`src/rtl/wb_buffer_if.sv`:
```
// Bus bundle for the write-back buffer: dcache push side, miss lookup and
// the word-wide write port toward memory_control.
interface wb_buffer_if;
  logic        wb_push;
  logic [31:0] wb_addr;
  logic [31:0] wb_data0;
  logic [31:0] wb_data1;
  logic        wb_full;
  logic        wb_empty;
  logic [31:0] lk_addr;
  logic        lk_hit;
  logic [31:0] lk_data;
  logic        dWEN;
  logic [31:0] daddr;
  logic [31:0] dstore;
  logic        dwait;

  modport master (
    output wb_push, wb_addr, wb_data0, wb_data1, lk_addr, dwait,
    input  wb_full, wb_empty, lk_hit, lk_data, dWEN, daddr, dstore
  );

  modport slave (
    input  wb_push, wb_addr, wb_data0, wb_data1, lk_addr, dwait,
    output wb_full, wb_empty, lk_hit, lk_data, dWEN, daddr, dstore
  );
endinterface

```
`src/rtl/wb_buffer.sv`:
```
// Write-back buffer: circular FIFO of dirty two-word blocks, coalescing of
// repeat evictions, miss lookup and a two-word drain toward memory.
module wb_buffer #(
  parameter int DEPTH = 4
) (
  input logic      CLK,
  input logic      RST,
  wb_buffer_if.slave bus
);
  localparam int PTRW = $clog2(DEPTH);

  typedef enum logic [1:0] {IDLE, WORD0, WORD1} state_t;

  state_t            r_state;
  state_t            w_stateNext;
  logic              r_valid [DEPTH];
  logic [28:0]       r_addr  [DEPTH];
  logic [31:0]       r_data0 [DEPTH];
  logic [31:0]       r_data1 [DEPTH];
  logic [PTRW-1:0]   r_head;
  logic [PTRW-1:0]   r_tail;
  logic [PTRW:0]     r_count;
  logic [PTRW:0]     w_countNext;
  logic              w_full;
  logic              w_pop;
  logic              w_append;
  logic              w_coalHit;
  logic              w_coalesce;
  logic [PTRW-1:0]   w_coalIdx;
  logic [PTRW-1:0]   w_coalScan;
  logic [PTRW-1:0]   w_lkScan;
  logic              w_unused;

  assign w_unused    = ^{bus.wb_addr[2:0], bus.lk_addr[1:0]};
  assign w_full      = (r_count == DEPTH[PTRW:0]);
  assign w_pop       = (r_state == WORD1) && !bus.dwait;
  assign w_coalesce  = bus.wb_push && w_coalHit;
  assign w_append    = bus.wb_push && !w_coalHit && !w_full;
  assign w_countNext = r_count + {{PTRW{1'b0}}, w_append} - {{PTRW{1'b0}}, w_pop};

  assign bus.wb_full  = w_full;
  assign bus.wb_empty = (r_count == '0) && (r_state == IDLE);

  // Scan oldest to youngest so the youngest match wins; the in-flight head is excluded.
  always_comb begin
    w_coalHit  = 1'b0;
    w_coalIdx  = '0;
    w_coalScan = '0;
    for (int k = 0; k < DEPTH; k++) begin
      w_coalScan = r_head + k[PTRW-1:0];
      if (r_valid[w_coalScan] && (r_addr[w_coalScan] == bus.wb_addr[31:3]) &&
          !((k == 0) && (r_state != IDLE))) begin
        w_coalHit = 1'b1;
        w_coalIdx = w_coalScan;
      end
    end
  end

  always_comb begin
    bus.lk_hit  = 1'b0;
    bus.lk_data = '0;
    w_lkScan    = '0;
    for (int k = 0; k < DEPTH; k++) begin
      w_lkScan = r_head + k[PTRW-1:0];
      if (r_valid[w_lkScan] && (r_addr[w_lkScan] == bus.lk_addr[31:3])) begin
        bus.lk_hit  = 1'b1;
        bus.lk_data = bus.lk_addr[2] ? r_data1[w_lkScan] : r_data0[w_lkScan];
      end
    end
  end

  always_comb begin
    w_stateNext = r_state;
    bus.dWEN    = 1'b0;
    bus.daddr   = '0;
    bus.dstore  = '0;
    case (r_state)
      IDLE: begin
        if (w_countNext != '0) w_stateNext = WORD0;
      end
      WORD0: begin
        bus.dWEN   = 1'b1;
        bus.daddr  = {r_addr[r_head], 3'b000};
        bus.dstore = r_data0[r_head];
        if (!bus.dwait) w_stateNext = WORD1;
      end
      WORD1: begin
        bus.dWEN   = 1'b1;
        bus.daddr  = {r_addr[r_head], 3'b100};
        bus.dstore = r_data1[r_head];
        if (!bus.dwait) w_stateNext = (w_countNext != '0) ? WORD0 : IDLE;
      end
      default: w_stateNext = IDLE;
    endcase
  end

  always_ff @(posedge CLK or posedge RST) begin
    if (RST) r_state <= IDLE;
    else     r_state <= w_stateNext;
  end

  // Coalesce targets are never the head while draining, so the in-flight words stay put.
  always_ff @(posedge CLK or posedge RST) begin
    if (RST) begin
      r_head  <= '0;
      r_tail  <= '0;
      r_count <= '0;
      for (int i = 0; i < DEPTH; i++) begin
        r_valid[i] <= 1'b0;
        r_addr[i]  <= '0;
        r_data0[i] <= '0;
        r_data1[i] <= '0;
      end
    end else begin
      if (w_append) begin
        r_valid[r_tail] <= 1'b1;
        r_addr[r_tail]  <= bus.wb_addr[31:3];
        r_data0[r_tail] <= bus.wb_data0;
        r_data1[r_tail] <= bus.wb_data1;
        r_tail          <= r_tail + 1'b1;
      end
      if (w_coalesce) begin
        r_data0[w_coalIdx] <= bus.wb_data0;
        r_data1[w_coalIdx] <= bus.wb_data1;
      end
      if (w_pop) begin
        r_valid[r_head] <= 1'b0;
        r_head          <= r_head + 1'b1;
      end
      r_count <= w_countNext;
    end
  end
endmodule

```
`src/flat_wrapper.sv`:
```
// flat-port wrapper written by rule: the top's interface ports become plain ports
module wb_buffer_flat 
#(
  parameter int DEPTH = 4
)
  (CLK, RST, bus_wb_push, bus_wb_addr, bus_wb_data0, bus_wb_data1, bus_lk_addr, bus_dwait, bus_wb_full, bus_wb_empty, bus_lk_hit, bus_lk_data, bus_dWEN, bus_daddr, bus_dstore);
  wb_buffer_if bus_i ();
  input logic CLK;
  input logic RST;
  input wire logic [$bits(bus_i.wb_push)-1:0] bus_wb_push;
  input wire logic [$bits(bus_i.wb_addr)-1:0] bus_wb_addr;
  input wire logic [$bits(bus_i.wb_data0)-1:0] bus_wb_data0;
  input wire logic [$bits(bus_i.wb_data1)-1:0] bus_wb_data1;
  input wire logic [$bits(bus_i.lk_addr)-1:0] bus_lk_addr;
  input wire logic [$bits(bus_i.dwait)-1:0] bus_dwait;
  output wire logic [$bits(bus_i.wb_full)-1:0] bus_wb_full;
  output wire logic [$bits(bus_i.wb_empty)-1:0] bus_wb_empty;
  output wire logic [$bits(bus_i.lk_hit)-1:0] bus_lk_hit;
  output wire logic [$bits(bus_i.lk_data)-1:0] bus_lk_data;
  output wire logic [$bits(bus_i.dWEN)-1:0] bus_dWEN;
  output wire logic [$bits(bus_i.daddr)-1:0] bus_daddr;
  output wire logic [$bits(bus_i.dstore)-1:0] bus_dstore;
  assign bus_i.wb_push = bus_wb_push;
  assign bus_i.wb_addr = bus_wb_addr;
  assign bus_i.wb_data0 = bus_wb_data0;
  assign bus_i.wb_data1 = bus_wb_data1;
  assign bus_i.lk_addr = bus_lk_addr;
  assign bus_i.dwait = bus_dwait;
  assign bus_wb_full = bus_i.wb_full;
  assign bus_wb_empty = bus_i.wb_empty;
  assign bus_lk_hit = bus_i.lk_hit;
  assign bus_lk_data = bus_i.lk_data;
  assign bus_dWEN = bus_i.dWEN;
  assign bus_daddr = bus_i.daddr;
  assign bus_dstore = bus_i.dstore;
  wb_buffer #(.DEPTH(DEPTH)) u_core (.CLK(CLK), .RST(RST), .bus(bus_i));
endmodule
```
`config.mk`:
```
export PLATFORM = sky130hd
export DESIGN_NAME = wb_buffer_flat
export DESIGN_NICKNAME = d
export VERILOG_FILES = /design/src/rtl/wb_buffer_if.sv /design/src/rtl/wb_buffer.sv /design/src/flat_wrapper.sv
export SDC_FILE = /design/constraint.sdc
export NUM_CORES = 1
export LEC_CHECK = 0
export BUFFER_PORTS_ARGS = -buffer_cell sky130_fd_sc_hd__buf_2
export CAP_MARGIN = 10
export CORE_ASPECT_RATIO = 2
export CORE_MARGIN = 8
export CORE_UTILIZATION = 55
export DETAILED_ROUTE_END_ITERATION = 10
export PLACE_DENSITY = 0.81
export SYNTH_ARGS = -nofsm -noshare
export SYNTH_HDL_FRONTEND = slang
export SYNTH_SLANG_ARGS = --single-unit
```
`constraint.sdc`:
```
create_clock -name CLK -period 14.2 [get_ports CLK]
set_input_delay 4.26 -clock CLK [delete_from_list [all_inputs] [get_ports CLK]]
set_output_delay 4.26 -clock CLK [all_outputs]
set_load 0.03 [all_outputs]
```
## After elaboration in Yosys (flattened, before gate mapping)

Index checks and enable logic that the tools add are counted.
W data, S select, Z words.

- Input bits: 132
- Output and inout bits: 100
- Logic and storage cells: 182
- Bits in registers: 385

- Multiplexer cells: 97
- Bitwise gates (word level): 9
- Reduce and logical (&&, ||, !) cells: 27
- $add $sub $neg: 6
- Order comparisons: 9
- Eq/ne operators: 14

Operators with widths:

| operator | number |
|---|---|
| $mux W32 | 26 |
| $bmux W32 S2 | 8 |
| $bwmux W128 | 4 |
| $mux W128 | 4 |
| $mux W29 | 9 |
| $bmux W29 S2 | 4 |
| $eq A29 B29 Y1 | 8 |
| $demux W32 S2 | 2 |
| $pmux W32 S2 | 2 |
| $bwmux W116 | 1 |
| $demux W29 S2 | 1 |
| $mux W1 | 20 |
| $ge A3 B3 Y1 const B | 6 |
| $not A2 Y3 | 6 |
| $logic_and A1 B1 Y1 | 17 |
| $mux W2 | 7 |
| $lt A3 B1 Y1 const B | 3 |
| $bmux W1 S2 | 4 |
| $mux W4 | 2 |
| $ne A2 B2 Y1 const B | 3 |
| $pmux W2 S3 | 1 |
| $add A2 B1 Y2 const B | 2 |
| $add A2 B2 Y2 const B | 2 |
| $and A4 B4 Y4 | 1 |
| other kinds (15) | 19 |

## Logic depth before layout (Yosys ltp)

Gate-level depths: netlist of run 1.

- Depth in word-level cells: 20
- Mapped depth: 31
- Gate-level depth less buffers: 18

## Worst setup path before layout of run 1

Ideal clock, no wire load.

- Kind: in2out
- Start: input port bus_lk_addr[2]
- End: output port bus_lk_data[11]
- Data required time: 9940 ps
- Cell stages on the path: 9
- Setup slack: 3286 ps
- Arrival time: 6654 ps
- Path buffers: 4
- Cell sequence: clkbuf_1 > clkbuf_1 > clkbuf_1 > buf_1 > mux2i_1 > nor2_1 > mux2i_1 > mux2_2 > a21oi_1

- Cells in the longest elaborated chain, start to end: 5
- Elaborated cells on any way between the ends: 8
- Classes of those cells: mux (8)

Ends and longest elaborated chain:

| item | line | RTL |
|---|---|---|
| start: declaration | flat_wrapper.sv:14 | `input wire logic [$bits(bus_i.lk_addr)-1:0] bus_lk_addr;` |
| $mux W32 | wb_buffer.sv:67 | `bus.lk_data = bus.lk_addr[2] ? r_data1[w_lkScan] : r_data0[w_lkScan];` |
| $mux W32 (3 in a row) | wb_buffer.sv:65 | `if (r_valid[w_lkScan] && (r_addr[w_lkScan] == bus.lk_addr[31:3])) begin` |
| $mux W32 * | wb_buffer.sv:65 |  |
| end: declaration | flat_wrapper.sv:19 | `output wire logic [$bits(bus_i.lk_data)-1:0] bus_lk_data;` |

Mark *: on every way between the ends. The rest lies on a longest branch, timed or not.

## Final worst setup path of run 1

- Start: input port bus_lk_addr[11]
- End: output port bus_lk_data[20]

- Cells in the longest elaborated chain, start to end: 6
- Elaborated cells on any way between the ends: 12
- Classes of those cells: eq/ne (4); mux (4); reduce/logical (4)

Ends and longest elaborated chain:

| item | line |
|---|---|
| $eq A29 B29 Y1 | wb_buffer.sv:65 |
| $logic_and A1 B1 Y1 | wb_buffer.sv:65 |
| $mux W32 (3 in a row) | wb_buffer.sv:65 |
| $mux W32 * | wb_buffer.sv:65 |

Marks and branches as above.

==> results.py, run 1 <==
metrics = {
    "status": {
        "outcome": "finished, final reports clean",
    },
    "place": {
        "dpl.cell_count": 3103,
        "numPortBuffers": 224,
        "gp_congestion": 1.08,
        "hpwlAfterDp_um": 79600,
    },
    "logic_synthesis": {
        "ys_types": 70,
        "synth_ff_type": "dfrtp_1",
        "synth_area_leaders": "dfrtp_1, mux4_2, mux2_2, mux2i_1, xnor2_1",
        "netlist_area_um2": 29800,
        "ys_seq_area_share_pct": 32.4,
        "yosys_warnings": 0,
        "synth_edf_count": 0,
        "synth_area_leader_cell": "dfrtp_1",
        "synthCells": 2375,
        "synth.avg_cell_area_um2": 12.5,
        "synth_top_area_share_pct": 32.4,
        "ys_async_sr_fraction_pct": 100,
        "ys_seq_elements": 385,
    },
    "die": {
        "start_util_pct": 55.5,
        "fp.dieW_um": 181,
        "core_um2": 53600,
        "die_area_um2": 62300,
        "rows": 120,
        "die_y_um": 345,
        "ios": 232,
    },
    "timing": {
        "whs_ns": 0.537,
        "max_slew.worst_pin.slew_ns": 1.29,
        "relSlewSlack_pct": 13.2,
        "clock.fmax_ghz": 0.0809,
        "min_period_over_period_pct": 87.1,
        "fin_crit_ns": 12.36,
        "drv_slew": 0,
        "fin_tns_setup_ns": 0,
        "rsz0062_at_grt": "no",
        "worst_clock_skew_ns": 0.0233,
        "finalHoldViolations": 0,
        "setup_violations": 0,
    },
    "setup_path": {
        "required_ns": 9.94,
        "r2r_setup_slack_ns": 5.49,
        "critPathMostFrequentCell": "buf_2",
        "cpPeakStageDelay_ns": 0.78,
        "cp-startpoint": "bus_lk_addr[11]",
        "slowest_stage": "nand2_2",
        "path_buf_inv": 3,
        "cp_max_fo": 24,
        "critPathCaptureType": "output pin",
        "arrival_ns": 8.10,
        "worstReg2RegEnd": "u_core.r_data0[66]",
        "cp_top_family": "simple AND/OR/NAND/NOR gates",
        "endpoint": "bus_lk_data[20]",
        "reg2regPathDepth": 15,
        "r2r_start": "u_core.r_head[0]",
        "startpoint_type": "primary input",
        "crit_cells": 10,
        "criticalPathCategory": "primary input to output pin",
        "path_cells": "buf_2, xor2_1, nand4_1, nor4_1, nand2_2, buf_4, mux2i_1, mux2_2, a21oi_1, buf_2",
    },
    "clock_network": {
        "hold_buffers": 0,
        "cts_setup_buffers": 0,
        "cts.sinks": 385,
        "cts_root_buf": "clkbuf_16",
        "ctsResizeCount": 0,
        "cts_tree": "yes",
        "clock_latency_ns": 0.58,
        "h-tree-depth": 2,
        "clock_path_buffers": 3,
        "numCtsBuffers": 37,
        "path_clk_slew_ns": 0.07,
    },
    "global_routing": {
        "grt_first_pass_wirelength_um": 162000,
        "grt_pass1_vias": 23798,
        "grt_max_degree": 190,
        "globalRouteTotalUtil_pct": 35.4,
        "antenna_found_initial": 19,
        "grt-ovfl-total": 0,
    },
    "power": {
        "power.share.combinational_pct": 65.9,
        "p_per_area_nw_per_um2": 307,
        "switching_power_w": 0.00476,
        "peakVddDrop_mv": 0.196,
        "p_leak_nw": 13.3,
        "netSwitchingFraction_pct": 48.0,
        "power_frac_clock_pct": 10.3,
        "pwr-share-seq_pct": 23.8,
        "internal_power_w": 0.00516,
    },
    "routing": {
        "vias": 22651,
        "ant_nets": 0,
        "avgRoutedWirePerCell_um": 35.0,
        "routed_wl_um": 111000,
        "first_iter_violations": 2065,
        "drc": 0,
        "vias_per_cell": 7.12,
        "dr.pass1.iters": 6,
    },
    "cells_and_area": {
        "final_util_pct": 60.2,
        "final_cells": 3181,
        "drive_above_1_share_pct": 37.8,
        "area_delta_synth_final_pct": 8.44,
        "nets": 2619,
    },
    "flow_run": {
        "maxCapViolCount": 0,
    },
    "worst_hold_path": {
        "worstHoldPathType": "flop to flop",
    },
}
==> per-layer routing <==
layer	up-vias	GRT usage [%]	part of all wire, %
li1	9285	-	-
met5	-	0	0.059
met1	11681	35.9	31
met2	1272	60.5	50
met3	403	7.67	7.6
met4	10	31.6	11
==> through the flow <==
stage | area [um2] | power (W) | setup slack [ns]
after CTS | 32300 | 0.00978 | 1.84
after detailed placement | 31100 | 0.00872 | 1.84
after floorplan | 29800 | 0.00677 | 3.29
after global placement | 31100 | 0.00847 | 1.75
after global routing | 32300 | 0.0103 | 1.80
final | 32300 | 0.00992 | 1.84
==> sequential cells by signal, indices dropped and copies added (netlist names) <==
| register | count |
|---|---|
| u_core.r_valid | 4 |
| u_core.r_count | 3 |
| u_core.r_tail | 2 |
| u_core.r_addr | 116 |
| u_core.r_data0 | 128 |
| u_core.r_state | 2 |
| u_core.r_head | 2 |
| u_core.r_data1 | 128 |
==> cell usage in the layout, fill, tap and decap left out, types with 11 or more instances in the layout <==
cell type and instances:
mux2_2 255, dfrtp_1 383, mux2i_1 196, clkbuf_16 37, diode_2 12, mux4_2 284, nand2b_1 22, nand2_1 128
nor2_1 55, buf_2 223, xor2_1 56, buf_4 35, o21ai_0 48, nand4_1 53, nand3_1 18, and2_1 23
nor4_1 21, inv_1 16, a22oi_1 40, ha_1 12, nor3_1 11, a21oi_1 45, nor2b_1 67, xnor2_1 154
a211oi_1 33, mux2_4 60, mux2_1 86
==> synth_stat cells, types with 11 or more instances <==
cell      number
a21oi_1       45
clkbuf_1      94
mux2i_1      196
mux2_1        86
ha_1          15
buf_1         21
nor3_1        11
dfrtp_1      385
o21ai_0       48
and2_1        26
mux2_2       255
nand2_1      129
inv_1         17
a22oi_1       40
buf_6         19
xnor2_1      154
buf_4         18
buf_2         54
xor2_1        56
a211oi_1      33
nor2b_1       67
mux2_4        60
nand4_1       53
nor2_1        55
mux4_2       284
nand3_1       18
nor4_1        21
nand2b_1      22
==> cell families (layout without fill, tap and decap cells) <==
family	after synthesis	after routing	share of synthesized area (%)
AOI/OAI and AO/OA	231	231	5.50
xor gates and xnor gates	210	210	6.18
adders and majority gates	16	16	0.698
buffers and inverters	226	348	3.78
DFF	385	385	32.4
muxes	881	881	44.0
other	1	14	0.0126
and+or+nand+nor	425	425	7.47
==> worst min path at each step <==
stage | startpoint | end | slack, ns | cells after the start
5_1_grt | u_core.r_data1[41] | u_core.r_data1[41] | 0.55 | 1
6_report | u_core.r_data1[42] | u_core.r_data1[42] | 0.54 | 1
4_1_cts | u_core.r_data1[41] | u_core.r_data1[41] | 0.53 | 1
3_5_place_dp | u_core.r_data1[41] | u_core.r_data1[41] | 0.52 | 1
2_1_floorplan | u_core.r_data1[38] | u_core.r_data1[38] | 0.49 | 1
3_3_place_gp | u_core.r_data1[17] | u_core.r_data1[17] | 0.50 | 1
==> power by group through the flow <==
stage	clock network (W)	registers (W)	logic (W)
6_report	0.00102	0.00236	0.00653
5_1_grt	0.00107	0.00243	0.00679
4_1_cts	0.00104	0.00232	0.00641
3_5_place_dp	0	0.00234	0.00638
3_3_place_gp	0	0.00224	0.00623
2_1_floorplan	0	0.00206	0.00472
==> final cells by class <==
type	instances	area (um2)
Inverter	20	78.8
Clock inverter	17	163
Multi-Input combinational cell	1765	19000
Sequential cell	385	9640
Timing Repair Buffer	262	1450
Fill cell	4197	21300
Antenna cell	12	30.0
Clock buffer	49	1040
Tap cell	671	840
(Power assumes the default switching activity.)
==> run 2, diff against run 1 <==
==> constraint.sdc (replaced) <==
create_clock -name CLK -period 14.2 [get_ports CLK]
set_input_delay 1.42 -clock CLK [delete_from_list [all_inputs] [get_ports CLK]]
set_output_delay 1.42 -clock CLK [all_outputs]
set_load 0.03 [all_outputs]
==> results.py, run 2 (synthesis results as in run 1) <==
metrics = {
    "status": {
        "outcome": "finished, final reports clean",
    },
    "setup_path": {
        "r2r_setup_slack_ns": 5.64,
        "criticalPathCategory": "flop to output pin",
        "arrival_ns": 7.47,
        "cp_max_fo": 142,
        "critPathCaptureType": "output pin",
        "required_ns": 12.78,
        "startpoint_type": "flop",
    },
    "clock_network": {
        "cts_root_buf": "clkbuf_16",
        "clock_latency_ns": 0.56,
        "hold_buffers": 0,
        "cts_setup_buffers": 0,
        "path_clk_slew_ns": 0.07,
        "cts.sinks": 385,
        "numCtsBuffers": 36,
        "clock_path_buffers": 3,
        "ctsResizeCount": 0,
        "cts_tree": "yes",
        "h-tree-depth": 2,
    },
    "die": {
        "ios": 232,
        "core_um2": 53600,
        "die_area_um2": 62300,
        "die_y_um": 345,
        "rows": 120,
        "start_util_pct": 55.5,
        "fp.dieW_um": 181,
    },
    "cells_and_area": {
        "final_common_cell": "dfrtp_1",
        "drive_above_1_share_pct": 37.6,
        "nets": 2613,
        "final_cell_mix": "dfrtp_1, mux4_2, mux2_2",
        "top_regs": "u_core.r_data0: 128 flops, u_core.r_data1: 128 flops, u_core.r_addr: 116 flops",
        "nFillCells": 4080,
        "area_delta_synth_final_pct": 8.73,
        "final_util_pct": 60.4,
    },
    "routing": {
        "routed_wl_um": 108000,
        "first_iter_violations": 1869,
        "vias_per_cell": 7.00,
        "avgRoutedWirePerCell_um": 34.0,
        "dr.pass1.iters": 7,
        "drc": 0,
        "ant_nets": 0,
        "vias": 22257,
    },
    "timing": {
        "fin_crit_ns": 8.89,
        "setup_ws_ns": 5.31,
        "min_period_over_period_pct": 62.6,
        "drv_slew": 0,
        "worst_clock_skew_ns": 0.0178,
        "setup_violations": 0,
        "fin_tns_setup_ns": 0,
        "max_slew.worst_pin.slew_ns": 1.30,
        "relSlewSlack_pct": 13.2,
        "clock.fmax_ghz": 0.113,
        "rsz0062_at_grt": "no",
        "finalHoldViolations": 0,
    },
    "global_routing": {
        "grt_first_pass_wirelength_um": 158000,
        "grt_max_degree": 174,
        "grt_pass1_vias": 23669,
        "grt-ovfl-total": 0,
        "globalRouteTotalUtil_pct": 34.3,
        "antenna_found_initial": 18,
    },
    "flow_run": {
        "maxCapViolCount": 0,
    },
    "place": {
        "gp_congestion": 1.05,
        "numPortBuffers": 224,
        "pre_cts_slack_ns": 5.88,
        "hpwlAfterDp_um": 77500,
    },
    "power": {
        "p_per_area_nw_per_um2": 306,
        "peakVddDrop_mv": 0.246,
        "p_leak_nw": 13.3,
    },
    "worst_hold_path": {
        "worstHoldPathType": "flop to flop",
    },
}
[run 2: cell count changes in the layout (fill, tap and decap cells not counted), sizes merged]
cell      change
clkbuf        +3
clkinv        -3
diode         +5
bufinv        +4
clkinvlp      -5
buf           -5
[run 2: final cells by class]
type | count | area, um2 | area share (%)
clock buffers | 52 | 1080 | 3.34
multi-input cells | 1765 | 19000 | 58.8
clock inverters | 13 | 225 | 0.696
well taps | 671 | 840 | 2.59
repair buffers | 257 | 1410 | 4.36
diodes | 17 | 42.5 | 0.131
inverters | 20 | 82.6 | 0.255
flip-flops and latches | 385 | 9640 | 29.8
[run 2: stage by stage]
| step | power, W | hold slack, ns | instance area [um2] | cells |
|---|---|---|---|---|
| 2_1_floorplan | 0.00677 | 0.487 | 29800 | 2376 |
| 3_3_place_gp | 0.00842 | 0.501 | 31000 | 3098 |
| 4_1_cts | 0.00978 | 0.539 | 32300 | 3163 |
| 6_report | 0.00990 | 0.541 | 32400 | 3180 |
| 3_5_place_dp | 0.00866 | 0.526 | 31000 | 3098 |
| 5_1_grt | 0.0103 | 0.563 | 32300 | 3170 |
[run 2: layer usage]
metal / global-route usage [%] / vias to the layer above / share of wire [%]
met5: 0 / - / 0.049
met4: 29.0 / 8 / 9.9
met3: 6.14 / 369 / 6.3
met2: 59.9 / 1097 / 51
met1: 35.1 / 11518 / 32
li1: - / 9265 / -
[run 2: worst paths after layout]
check                                 endpoint                from  cells past startpoint
max in group asynchronous  u_core.r_data1[103]                 RST                      3
max                             bus_lk_data[0]    u_core.r_head[1]                     13
min                         u_core.r_data1[96]  u_core.r_data1[96]                      1
min in group asynchronous  u_core.r_data0[121]                 RST                      2
min reg2reg                 u_core.r_data1[96]  u_core.r_data1[96]                      1
max reg2reg                 u_core.r_data0[42]    u_core.r_head[1]                     14
[run 2: where the power goes]
part | internal (W) | total, W | leakage [nW] | switching, W
Sequential | 0.00166 | 0.00235 | 4.60 | 0.000696
Combinational | 0.00295 | 0.00645 | 8.09 | 0.00351
Clock | 0.000641 | 0.00109 | 0.644 | 0.000446
[run 2: critical path, cell delays in order (launching register included)]
cell     delay [ns]
dfrtp_4        1.16
inv_1          0.30
ha_4           0.86
buf_12         0.59
mux4_2         0.66
xnor2_1        0.56
nand4_1        0.32
nor4_1         0.43
nand2_2        0.09
buf_4          0.40
mux2i_1        0.21
mux2_2         0.30
a21oi_1        0.40
buf_2          0.30
